File: src/rtl/midi_decoder_pkg.sv
// -----------------------------------------------------------------------------
// midi_decoder_pkg
// Shared MIDI types for the channel-voice decoder and the synthesis pipeline:
//   note_status_t / note_change_t : note event handed to the synth voices
//   msg_type_t                    : upper nibble of a voice status byte
//   decoder_state_t               : parser states
//   byte_class_t + classify()     : combinational byte classifier
//   data_bytes()                  : data-byte count of a voice message type
// -----------------------------------------------------------------------------
package midi_decoder_pkg;

    typedef enum logic {
        STATUS_OFF = 1'b0,
        STATUS_ON  = 1'b1
    } note_status_t;

    typedef struct packed {
        note_status_t status;
        logic [6:0]   note_number;
        logic [6:0]   velocity;
    } note_change_t;

    typedef enum logic [3:0] {
        NOTE_OFF = 4'h8,
        NOTE_ON  = 4'h9,
        POLY_AT  = 4'hA,
        CC       = 4'hB,
        PROG     = 4'hC,
        CHAN_AT  = 4'hD,
        PITCH    = 4'hE
    } msg_type_t;

    typedef enum logic [1:0] {
        NO_STATUS,
        WAIT_D1,
        WAIT_D2
    } decoder_state_t;

    typedef enum logic [1:0] {
        BYTE_DATA,
        BYTE_VOICE,
        BYTE_SYS_COMMON,
        BYTE_REALTIME
    } byte_class_t;

    function automatic byte_class_t classify(input logic [7:0] b);
        if (!b[7])
            return BYTE_DATA;
        else if (b[7:4] != 4'hF)
            return BYTE_VOICE;
        else if (!b[3])
            return BYTE_SYS_COMMON;
        else
            return BYTE_REALTIME;
    endfunction

    function automatic logic [1:0] data_bytes(input msg_type_t t);
        return ((t == PROG) || (t == CHAN_AT)) ? 2'd1 : 2'd2;
    endfunction

endpackage

File: src/rtl/midi_decoder.sv
// -----------------------------------------------------------------------------
// midi_decoder
// Byte-level MIDI channel-voice parser with running status, channel filter
// and real-time / system byte rejection. Emits note on/off and CC events.
//
// State | meaning
// ------+-----------------------------------------------------------------
// NO_STATUS | no running status; data bytes are dropped
// WAIT_D1   | running status valid, waiting for first data byte
// WAIT_D2   | first data byte latched, waiting for second data byte
//
// Ports:
//   clock_50_000_000 : system clock
//   reset_l          : asynchronous active-low reset
//   rx_byte/rx_valid : received byte and its one-cycle strobe
//   channel          : accepted MIDI channel (ignored when OMNI=1)
//   note/note_ready  : last note event and its one-cycle strobe
//   cc_number/cc_value/cc_ready : last CC event and its one-cycle strobe
// -----------------------------------------------------------------------------
module midi_decoder
    import midi_decoder_pkg::*;
#(
    parameter bit OMNI = 1'b0
) (
    input  logic         clock_50_000_000,
    input  logic         reset_l,
    input  logic [7:0]   rx_byte,
    input  logic         rx_valid,
    input  logic [3:0]   channel,
    output note_change_t note,
    output logic         note_ready,
    output logic [6:0]   cc_number,
    output logic [6:0]   cc_value,
    output logic         cc_ready
);

    decoder_state_t state, next_state;
    logic [7:0]     run_status, next_status;
    logic [6:0]     d1, next_d1;
    logic           complete;
    msg_type_t      msg_type;
    logic           chan_ok;

    // run_status is only ever loaded with 8x..Ex, so the cast is always a
    // legal member whenever a message can complete.
    assign msg_type = msg_type_t'(run_status[7:4]);
    assign chan_ok  = OMNI || (run_status[3:0] == channel);

    always_ff @(posedge clock_50_000_000 or negedge reset_l) begin
        if (!reset_l) begin
            state      <= NO_STATUS;
            run_status <= 8'h00;
            d1         <= 7'h00;
        end else begin
            state      <= next_state;
            run_status <= next_status;
            d1         <= next_d1;
        end
    end

    always_comb begin
        next_state  = state;
        next_status = run_status;
        next_d1     = d1;
        complete    = 1'b0;
        if (rx_valid) begin
            unique case (classify(rx_byte))
                BYTE_VOICE: begin
                    next_status = rx_byte;
                    next_state  = WAIT_D1;
                end
                BYTE_SYS_COMMON: begin
                    next_status = 8'h00;
                    next_state  = NO_STATUS;
                end
                BYTE_REALTIME: ;
                BYTE_DATA: begin
                    unique case (state)
                        NO_STATUS: ;
                        WAIT_D1: begin
                            next_d1 = rx_byte[6:0];
                            if (data_bytes(msg_type) == 2'd1)
                                complete = 1'b1;
                            else
                                next_state = WAIT_D2;
                        end
                        WAIT_D2: begin
                            complete   = 1'b1;
                            next_state = WAIT_D1;
                        end
                        default: next_state = NO_STATUS;
                    endcase
                end
                default: ;
            endcase
        end
    end

    // On completion the second data byte is still on rx_byte, so it is used
    // directly instead of being latched.
    always_ff @(posedge clock_50_000_000 or negedge reset_l) begin
        if (!reset_l) begin
            note       <= '{status: STATUS_OFF, note_number: 7'h00, velocity: 7'h00};
            note_ready <= 1'b0;
            cc_number  <= 7'h00;
            cc_value   <= 7'h00;
            cc_ready   <= 1'b0;
        end else begin
            note_ready <= 1'b0;
            cc_ready   <= 1'b0;
            if (complete && chan_ok) begin
                case (msg_type)
                    NOTE_ON: begin
                        note_ready <= 1'b1;
                        if (rx_byte[6:0] != 7'h00)
                            note <= '{status: STATUS_ON, note_number: d1, velocity: rx_byte[6:0]};
                        else
                            note <= '{status: STATUS_OFF, note_number: d1, velocity: 7'h00};
                    end
                    NOTE_OFF: begin
                        note_ready <= 1'b1;
                        note       <= '{status: STATUS_OFF, note_number: d1, velocity: rx_byte[6:0]};
                    end
                    CC: begin
                        cc_ready  <= 1'b1;
                        cc_number <= d1;
                        cc_value  <= rx_byte[6:0];
                    end
                    default: ;
                endcase
            end
        end
    end

endmodule
File: config.mk
export PLATFORM = sky130hd
export DESIGN_NAME = midi_decoder
export DESIGN_NICKNAME = d
export VERILOG_FILES = /design/src/rtl/midi_decoder_pkg.sv /design/src/rtl/midi_decoder.sv
export SDC_FILE = /design/constraint.sdc
export NUM_CORES = 1
export LEC_CHECK = 0
export CAP_MARGIN = 20
export CORE_UTILIZATION = 54
export DETAILED_ROUTE_END_ITERATION = 8
export GPL_TIMING_DRIVEN = 1
export MAX_ROUTING_LAYER = met4
export PLACE_DENSITY = 0.95
export SKIP_LAST_GASP = 1
export SLEW_MARGIN = 20
export SYNTH_ARGS = -nofsm -noshare
export SYNTH_HDL_FRONTEND = slang
export SYNTH_SLANG_ARGS = --single-unit
File: constraint.sdc
create_clock -name clock_50_000_000 -period 5.6 [get_ports clock_50_000_000]
set_clock_uncertainty 0.2 [all_clocks]
set_input_delay 1.4 -clock clock_50_000_000 [delete_from_list [all_inputs] [get_ports clock_50_000_000]]
set_output_delay 1.4 -clock clock_50_000_000 [all_outputs]
set_load 0.02 [all_outputs]
# [Yosys cells after proc, flatten, opt, wreduce, memory -nomap -nowiden]
# Index checks and enable logic that the tools add are counted.
# Widths: inputs -> output; s select.
[totals] out_inout_bits=31 reg_bits=48 inputBits=15 wordCells=57
[classes] eq_ne=14 reduce_logical=14 muxes=19
[ops] cell="$pmux 15 s2" n=1
[ops] cell="$eq 4x4->1 const B" n=5
[ops] cell="$pmux 8 s2" n=1
[ops] cell="$mux 15" n=1
[ops] cell="$pmux 2 s3" n=2
[ops] cell="$mux 2" n=5
[ops] cell="$mux 1" n=8
[ops] cell="$reduce_bool 7->1" n=1
[ops] cell="$eq 2x1->1 const B" n=3
[ops] cell="$reduce_and 2->1" n=3
[ops] cell="$eq 2x2->1 const B" n=2
[ops] cell="$eq 4x4->1" n=1
[ops] cell="$logic_not 2->1" n=2
[ops] cell="$ne 4x4->1 const B" n=1
[ops] cell="$reduce_and 4->1" n=1
[ops] cell="$reduce_bool 2->1" n=2
[ops] cell="$ne 3x3->1 const B" n=1
[ops] cell="$reduce_and 3->1" n=1
[ops] cell="$reduce_bool 3->1" n=1
[ops] cell="$ne 2x2->1 const B" n=1
[ops] cell="$pmux 1 s2" n=1
[ops] cell="$reduce_or 2->1" n=1
[ops] cell="$logic_and 1x1->1" n=1
[ops] cell="$logic_or 1x1->1" n=1

# [Depth between registers and ports, before layout]
[depth] ltp_word=10 depth_mapped=8

# [Least setup slack after synthesis]
# No wires, ideal clock.
[synth_timing] path_type="input-to-reg" start="in rx_byte[6]" end="reg note[10] in the netlist's numbering" n_path_buf=1 setup_slack_ps=1996 arrival_ps=3279 path_stages=8 setup_time_ps=125 required_time_ps=5275 cell_sequence="nand4_1 > o21ai_0 > ha_1 > nand2_1 > nor4_4 > nand4_4 > buf_6 > mux2_4"
[synth_via] elab_chain_len=9
[synth_rtl] element="start: declaration" line="midi_decoder.sv:27" text="input logic [7:0] rx_byte,"
[synth_rtl] element="$ne 4x4->1" line="midi_decoder_pkg.sv:49" text="else if (b[7:4] != 4'hF)"
[synth_rtl] element="$mux 2" line="midi_decoder_pkg.sv:49"
[synth_rtl] element="$mux 2" line="midi_decoder_pkg.sv:47" text="if (!b[7])"
[synth_rtl] element="$mux 2" line="midi_decoder.sv:66" text="if (rx_valid) begin"
[synth_rtl] element="$logic_not 2->1" line="midi_decoder.sv:67" text="unique case (classify(rx_byte))"
[synth_rtl] element="$mux 1" line="midi_decoder.sv:67"
[synth_rtl] element="$mux 1" line="midi_decoder.sv:66"
[synth_rtl] element="$logic_and 1x1->1" line="midi_decoder.sv:111" text="if (complete && chan_ok) begin"
[synth_rtl] element="$reduce_and 2->1 (no source line)"
[synth_rtl] element="end signal: assignment" line="midi_decoder.sv:116" text="note <= '{status: STATUS_ON, note_number: d1, velocity: rx_byte[6:0]};"
[synth_rtl] element="end signal: assignment" line="midi_decoder.sv:118" text="note <= '{status: STATUS_OFF, note_number: d1, velocity: 7'h00};"
[synth_rtl] element="end signal: assignment" line="midi_decoder.sv:122" text="note <= '{status: STATUS_OFF, note_number: d1, velocity: rx_byte[6:0]};"
[synth_rtl] element="end: declaration" line="midi_decoder.sv:30" text="output note_change_t note,"
# Every way passes these cells. The select of a mux whose other input is x is not followed.
# A chain may end at the register's enable or synchronous reset.

# [Worst setup path in the final report]
[layout_timing] start="in rx_byte[5]" end="reg note[7] in the netlist's numbering"
# The elaborated chain is that of the path after synthesis.

==> summary.md <==
| Metric | Value |
|---|---|
| Status | finished clean |
| Leakage | between 0.001 and 0.0015 µW |
| First-pass GRT wire length | between 7 and 8 mm |
| Row cnt | 22 |
| # resized after CTS | 0 |
| Sequential area share after synthesis | between 50 and 60% |
| Synth Flop Type | dfrtp_1 |
| Post-synth ARST share | 100% |
| Most frequent cells after synthesis | dfrtp_1 (48), mux2_4 (19), mux2_2 (16) |
| Die ar. | 0.00433 mm² |
| Top-count cell post-synth | dfrtp_1 |
| Post-synth top area share | approximately 55% |
| Final #Nets | ~230 |
| Slew @ Worst Pin | about 560 ps |
| Hold Fails Final Rpt | 0 |
| Fmax achieved | 228 MHz |
| Detail Route Antenna Nets | 0 |
| HP Class | reg2reg |
| Starting density of the core | approximately three fifths |
| Net Sw Power | 206 µW |
| Peak VDD IR | 0.260 mV |
| Syn nets | 180 |
| Grt ovf | 0 |
| DR vias | 1,405 |
| CTS tree | done |
| Reg clk slew, reported paths | around 80 ps |
| Int Pwr | 600 µW |
| Total Routing Usage GR | approximately a quarter |
| Yosys reg bits | 48 |
| Final setup violation count | 0 |
| Post-route DRC | 0 |
| Area leader, netlist | dfrtp_1 |
| RSZ-0062 raised after global routing | false |
| Die height | around 66 µm |
| HPWL after DPL | ~3.2 mm |
| Largest net degree at the start of global routing | approximately 50 |
| CP endpoint kind | flip-flop |
| Crit path time final | around 4400 ps |
| GP Congestion | between 0.8 and 0.9 |
| Top-level I/O count | 46 |
| Clock Sinks | 48 |
| Routed WL per cell | roughly 18 µm |
| Die width | 65.8 µm |
| Layout cells sized above 1 | a little under a quarter |
| Max-cap violations | 0 |
| Switching Fraction | between 20% and 30% |
| Vias in the first global route | approximately 1,500 |
| Router iterations before antenna repair | 4 |
| Comb power frac | between 10% and 20% |
| CP Launch Type | input pin |
| Initial DRC Count | about 130 |
| CP max FO | 15 |
| Num CTS Buffers | 5 |
| Total power | 807 µW |
| Final wirelength | roughly 4.6 mm |
| Largest cells by area after synthesis | dfrtp_1 (55%), mux2_4 (13%), mux2_2 (8.2%) |
| Area grow syn2layout | 27.7% |
| Clock H-tree levels | 2 |
| Post CTS Setup Buffer Count | 0 |
| CP Class | in2reg |
| Setup TNS | 0 ps |
| PwrDens | roughly 290 mW/mm² |
| CP arrival | roughly 4400 ps |
| Gate Count Post-Synth | between 150 and 200 |
| Clock share of power | about a third |
| PortBufs | between 40 and 50 |
| Worst skew pair latency | approximately 300 ps |
| Post-synthesis cell type count | 27 |
| Vias/cell | 5.49 |
| Area of the mapped netlist | between 0.002 and 0.0025 mm² |
| Syn_area_per_cell | about 14 µm² |
| Hold Buf Count CTS | 0 |
| Seq pwr share | between 50% and 60% |
| # diodes | 0 |
| Yosys Warn Count | 0 |
| Clk buf depth | 2 |
| Worst slew margin | between 60 and 70% |
| CTS root buf | clkbuf_8 |
| Fin. max-slew vios | 0 |
| Core area | approximately 0.0038 mm² |
| EDFF count, synth | 0 |
| Final period util | between 70% and 80% |
| Initial antenna violation count | 0 |
| WP data required | roughly 5600 ps |
==> critical path, cell delays in order <==
cell	delay, ps
clkdlybuf4s50_1	620
nand4_1	200
o21ai_0	470
ha_1	310
nand2_1	120
nor4_4	380
nand4_4	440
mux2_4	430
==> power by group through the flow <==
stage / combinational (µW) / sequential [µW] / clock [µW]
2_1_floorplan: 71.0 / 416 / 0
3_3_place_gp: 108 / 421 / 0
3_5_place_dp: 114 / 425 / 0
4_1_cts: 116 / 418 / 274
5_1_grt: 126 / 423 / 292
6_report: 116 / 419 / 272
==> path summary, 6_finish.rpt <==
check	end	start	depth (start not counted)	slack, ps
worst min-delay path	run_status[3]	run_status[3]	2	310
worst max register to register	note[7]	state[1]	6	3170
min in group asynchronous	note[9]	reset_l	1	880
worst min register to register	run_status[3]	run_status[3]	2	310
max in group asynchronous	note[5]	reset_l	1	3940
worst max-delay path	note[7]	rx_byte[5]	8	1210
==> placed cells by master, fill, tap and decap left out, drive strengths merged, types with 2 or more instances in the layout <==
| cell type | netlist | routed |
|---|---|---|
| o21ai | 10 | 10 |
| dfrtp | 48 | 48 |
| nand2b | 8 | 8 |
| mux2 | 35 | 35 |
| nor2 | 5 | 5 |
| nand4 | 3 | 3 |
| clkbuf | 1 | 7 |
| nor2b | 7 | 7 |
| mux2i | 3 | 3 |
| clkdlybuf4s50 | 0 | 44 |
| ha | 7 | 7 |
| inv | 5 | 5 |
| nand3 | 2 | 2 |
| nand2 | 11 | 11 |
==> stage by stage <==
stage	worst slack [ps]	hold WS, ps	utilization (%)	area (µm²)	std cells
floorplan	2000	257	-	2200	158
global placement	1140	273	70.9	2680	248
detailed placement	951	291	70.9	2680	248
CTS	1260	311	74.3	2800	256
global route	1070	332	74.4	2800	256
finish	1210	314	74.4	2800	256
==> final cells by class <==
| class | count | area (µm²) |
|---|---|---|
| Sequential cell | 48 | 1200 |
| Fill cell | 243 | 967 |
| Multi-Input combinational cell | 102 | 950 |
| Timing Repair Buffer | 45 | 448 |
| Clock buffer | 7 | 96.3 |
| Tap cell | 48 | 60.1 |
| Clock inverter | 1 | 30.0 |
| Inverter | 5 | 18.8 |
==> routing by layer <==
metal / vias up / global-route usage [%] / wire length, µm
li1: 648 / - / -
met1: 710 / 29.4 / 1970
met2: 40 / 40.8 / 2380
met3: 7 / 5.86 / 194
met4: 0 / 9.24 / 76
met5: - / - / 0
==> sequential cells by signal, summed over array words and instances, names as in the netlist <==
register	count
note	15
run_status	8
cc_number	7
cc_value	7
d1	7
state	2
cc_ready	1
note_ready	1
==> cells by family (layout without fill, tap and decap cells) <==
kind of cell               after synthesis  count (layout)  synth area share (%)
adders and majority gates                7               7                  3.99
and+or+nand+nor                         42              42                  12.3
AOI/OAI and AO/OA                       14              14                  3.99
muxes                                   38              38                  22.6
xor gates and xnor gates                 1               1                 0.399
buffers and inverters                    8              58                  2.05
DFF                                     48              48                  54.7
No activity file was read; power rests on OpenSTA's default activity.
==> variant 1 (config.mk and constraints unchanged) <==
Set the parameter `OMNI` to 1'b1 (it was 1'b0).
--- a/src/rtl/midi_decoder.sv
+++ b/src/rtl/midi_decoder.sv
@@ -21,5 +21,5 @@
     import midi_decoder_pkg::*;
 #(
-    parameter bit OMNI = 1'b0
+    parameter bit OMNI = 1'b1
 ) (
     input  logic         clock_50_000_000,
Formal check against the unedited RTL: not equivalent (Yosys sat finds a counterexample within 4 cycles, from zero or initial values and one cycle with reset_l low).
==> variant 1 against the original RTL <==
Wire length shrank 22%; setup slack improved by 540 ps; register-to-register slack improved by 70 ps; critical path depth is 1 lower; worst hold slack lost 13 ps; power fell by 18%; area after synthesis is 15% lower; sequential cell count decreased by 4; final area is 16% lower; global-route usage decreased by 0.81 points; highest routed layer unchanged.
==> variant 1: results (changes against the original RTL) <==
yosys:
  syn_inst: 128  # -19%
  synthMuxAreaShare_pct: 21.7  # -0.86 points
  ys_seq_area_share_pct: 59.1  # +4.4 points
  synthAdderAreaFrac_pct: 4.70  # +0.72 points
critical_path:
  crit_path_start: "rx_byte[6]"
  cp_max_fo: 16  # +1
  critPathArrivalTime_ps: 3900  # -490 ps
place:
  place_hpwl_mm: 2.60  # -18%
  numPortBuffers: 41  # -8.9%
routing:
  wl_met1_mm: 1.54  # -22%
  wl_met3_um: 168  # -13%
  via_count: 1186  # -16%
  postRouteWirelength_mm: 3.58  # -22%
power_and_ir_drop:
  irDropWorstVdd_v: 0.000167  # -36%
  cellLeakagePower_nw: 1.13  # -18%
  clockPowerShare_pct: 20.9  # -13 points
layout:
  drive_gt1_share_pct: 20.7  # -2.4 points
  multi_input_cells: 76  # -25%
  seq_cells: 44  # -8.3%
clock_network:
  clock_latency_ps: 350  # +50 ps
  ctsRootBufferMaster: "clkbuf_4"
outcome:
  outcome: "finished clean"
grt:
  grt_pass1_vias: 1269  # -16%
  grt_usage_pct: 23.9  # -0.81 points
  grtUsageMet3_pct: 7.89  # +2.0 points
  met2_usage_pct: 40.0  # -0.78 points
-- variant 1: cell types whose count changed in the layout (fill, tap and decap cells not counted), sizes merged, moves of 4 or more --
cell	change
nor2	-5
clkdlybuf4s50	-4
nand2b	-5
nor2b	-7
dfrtp	-4
o21ai	-7
-- variant 1: final timing paths --
| path | end | slack [ps] | depth (start not counted) |
|---|---|---|---|
| worst max register to register | note[10] | 3240 | 5 |
| worst min-delay path | cc_number[5] | 300 | 1 |
| worst max-delay path | note[10] | 1750 | 7 |
| min in group asynchronous | note_ready | 980 | 1 |
| max in group asynchronous | note[11] | 3650 | 1 |
| worst min register to register | cc_number[5] | 300 | 1 |
-- variant 1: through the flow --
stage / utilization, % / instance area (um2)
finish: 74.4 / 2350
global route: 74.4 / 2350
floorplan: - / 1860
global placement: 72.9 / 2300
detailed placement: 72.9 / 2300
CTS: 74.4 / 2350
==> variant 2 (config.mk and constraints unchanged) <==
Without the edit above. Encoding of `decoder_state_t`: now one-hot (3 bits for 3 states).
--- a/src/rtl/midi_decoder_pkg.sv
+++ b/src/rtl/midi_decoder_pkg.sv
@@ -31,8 +31,8 @@
     } msg_type_t;
 
-    typedef enum logic [1:0] {
-        NO_STATUS,
-        WAIT_D1,
-        WAIT_D2
+    typedef enum logic [2:0] {
+        NO_STATUS = 3'b001,
+        WAIT_D1   = 3'b010,
+        WAIT_D2   = 3'b100
     } decoder_state_t;
 
Behaviour: no difference found for any inputs over 4 cycles, from zero or initial values and one cycle with reset_l low; so few cycles prove little.
==> variant 2 against the original RTL <==
Wire length down 8.3%; sequential cell count up 1; power decreased by 11%; count of clock-buffer cells in the layout is 1 lower; register-to-register slack improved by 190 ps; final area fell by 3.4%; critical endpoint is now cc_number[1]; setup slack improved by 150 ps; highest routed layer unchanged; sequential power barely moved; maximum frequency is 3.6% higher; area after synthesis shrank 3.2%.
==> variant 2: results (changes against the original RTL) <==
yosys:
  ys_seq_area_share_pct: 57.8  # +3.1 points
  yosys-top-cells-area: "dfrtp_1 57%, mux2_2 19%, nand2_1 3.0%, nand2b_1 2.7%, o21ai_0 2.6%"
  synthAdderAreaFrac_pct: 1.77  # -2.2 points
  syn_nets: 182  # +1.1%
  synthMuxAreaShare_pct: 19.0  # -3.5 points
  yosys.area_share.xor_xnor_pct: 2.06  # +1.7 points
  yosysUniqueCellTypes: 34  # +26%
layout:
  drive_gt1_share_pct: 24.7  # +1.6 points
  biggestRegsByFlops: "note x15, run_status x8"
  finish.net_count: 232  # +1.3%
routing:
  wl_met3_um: 233  # +20%
  drtPass1Iterations: 5  # +1
  drt_iter0_drc: 57  # -57%
  wl_met2_mm: 2.10  # -12%
  wl_met1_mm: 1.83  # -7.3%
  via_per_inst: 5.51  # +0.46%
power_and_ir_drop:
  clockPowerShare_pct: 28.4  # -5.3 points
  irDropWorstVdd_v: 0.000194  # -25%
  p_sw_uw: 193  # -6.6%
  cellLeakagePower_nw: 1.24  # -9.6%
  powerComb_uw: 96.9  # -16%
critical_path:
  cp_max_fo: 8  # -7
  critPathTopFamily: "buffers and inverters"
  critPathArrivalTime_ps: 4240  # -150 ps
  slowest_delay_ps: 640  # +20 ps
place:
  place_hpwl_mm: 2.94  # -7.6%
  place.gp.congestion: 0.823  # -3.2%
  pre_cts_ws_ps: 1060  # +114 ps
outcome:
  outcome: "finished clean"
grt:
  met1_usage_pct: 30.2  # +0.86 points
  grt_pass1_vias: 1475  # -2.4%
  grtUsageMet3_pct: 5.63  # -0.23 points
  met2_usage_pct: 37.0  # -3.8 points
  grt_pass1_wl_mm: 7.20  # -4.2%
sta:
  maxSlewHeadroom_pct: 60.7  # -1.6 points
## variant 2: changes by cell type after synthesis, sizes merged, moves of 2 or more
cell | unedited run | this run
nor2 | 5 | 3
xnor2 | 1 | 5
mux2i | 3 | 1
nor2b | 7 | 0
ha | 7 | 3
o211ai | 0 | 2
nand2 | 11 | 17
and2b | 0 | 3
## variant 2: cells by family (layout without fill, tap and decap cells)
family / Yosys count / in the layout
xor gates and xnor gates: 5 / 5
AOI/OAI and AO/OA: 18 / 18
muxes: 36 / 36
and+or+nand+nor: 45 / 45
buffers and inverters: 8 / 59
adders and majority gates: 3 / 3
DFF: 49 / 49
## variant 2: through the flow
step,area (um2),total power [mW],instances
3_3_place_gp,2620,0.517,255
5_1_grt,2710,0.758,263
3_5_place_dp,2620,0.523,255
2_1_floorplan,2120,0.479,164
6_report,2710,0.722,263
4_1_cts,2710,0.727,263
## variant 2: worst min-delay path, delay by kind of cell (launching register included)
family           cells  cell delay (ps)
flip-flops           1              360
AND/OR/NAND/NOR      1               50
AO/OA/AOI/OAI        1               60
## variant 2: final cells by class
class,count,area (um2)
clock buffer,6,72.6
clock inverter,2,13.8
fill,254,1010
inverter,4,15.0
multi-input combinational,107,856
sequential,49,1230
tap,48,60.1
timing repair buffer,47,463
## variant 2: final timing paths
path | from | depth (start not counted) | end | slack [ps]
worst min register to register | run_status[0] | 2 | run_status[0] | 310
worst min-delay path | run_status[0] | 2 | run_status[0] | 310
max in group asynchronous | reset_l | 1 | run_status[2] | 3910
worst max register to register | state[1] | 5 | cc_number[1] | 3360
min in group asynchronous | reset_l | 1 | note[13] | 890
worst max-delay path | rx_byte[6] | 9 | cc_number[1] | 1360
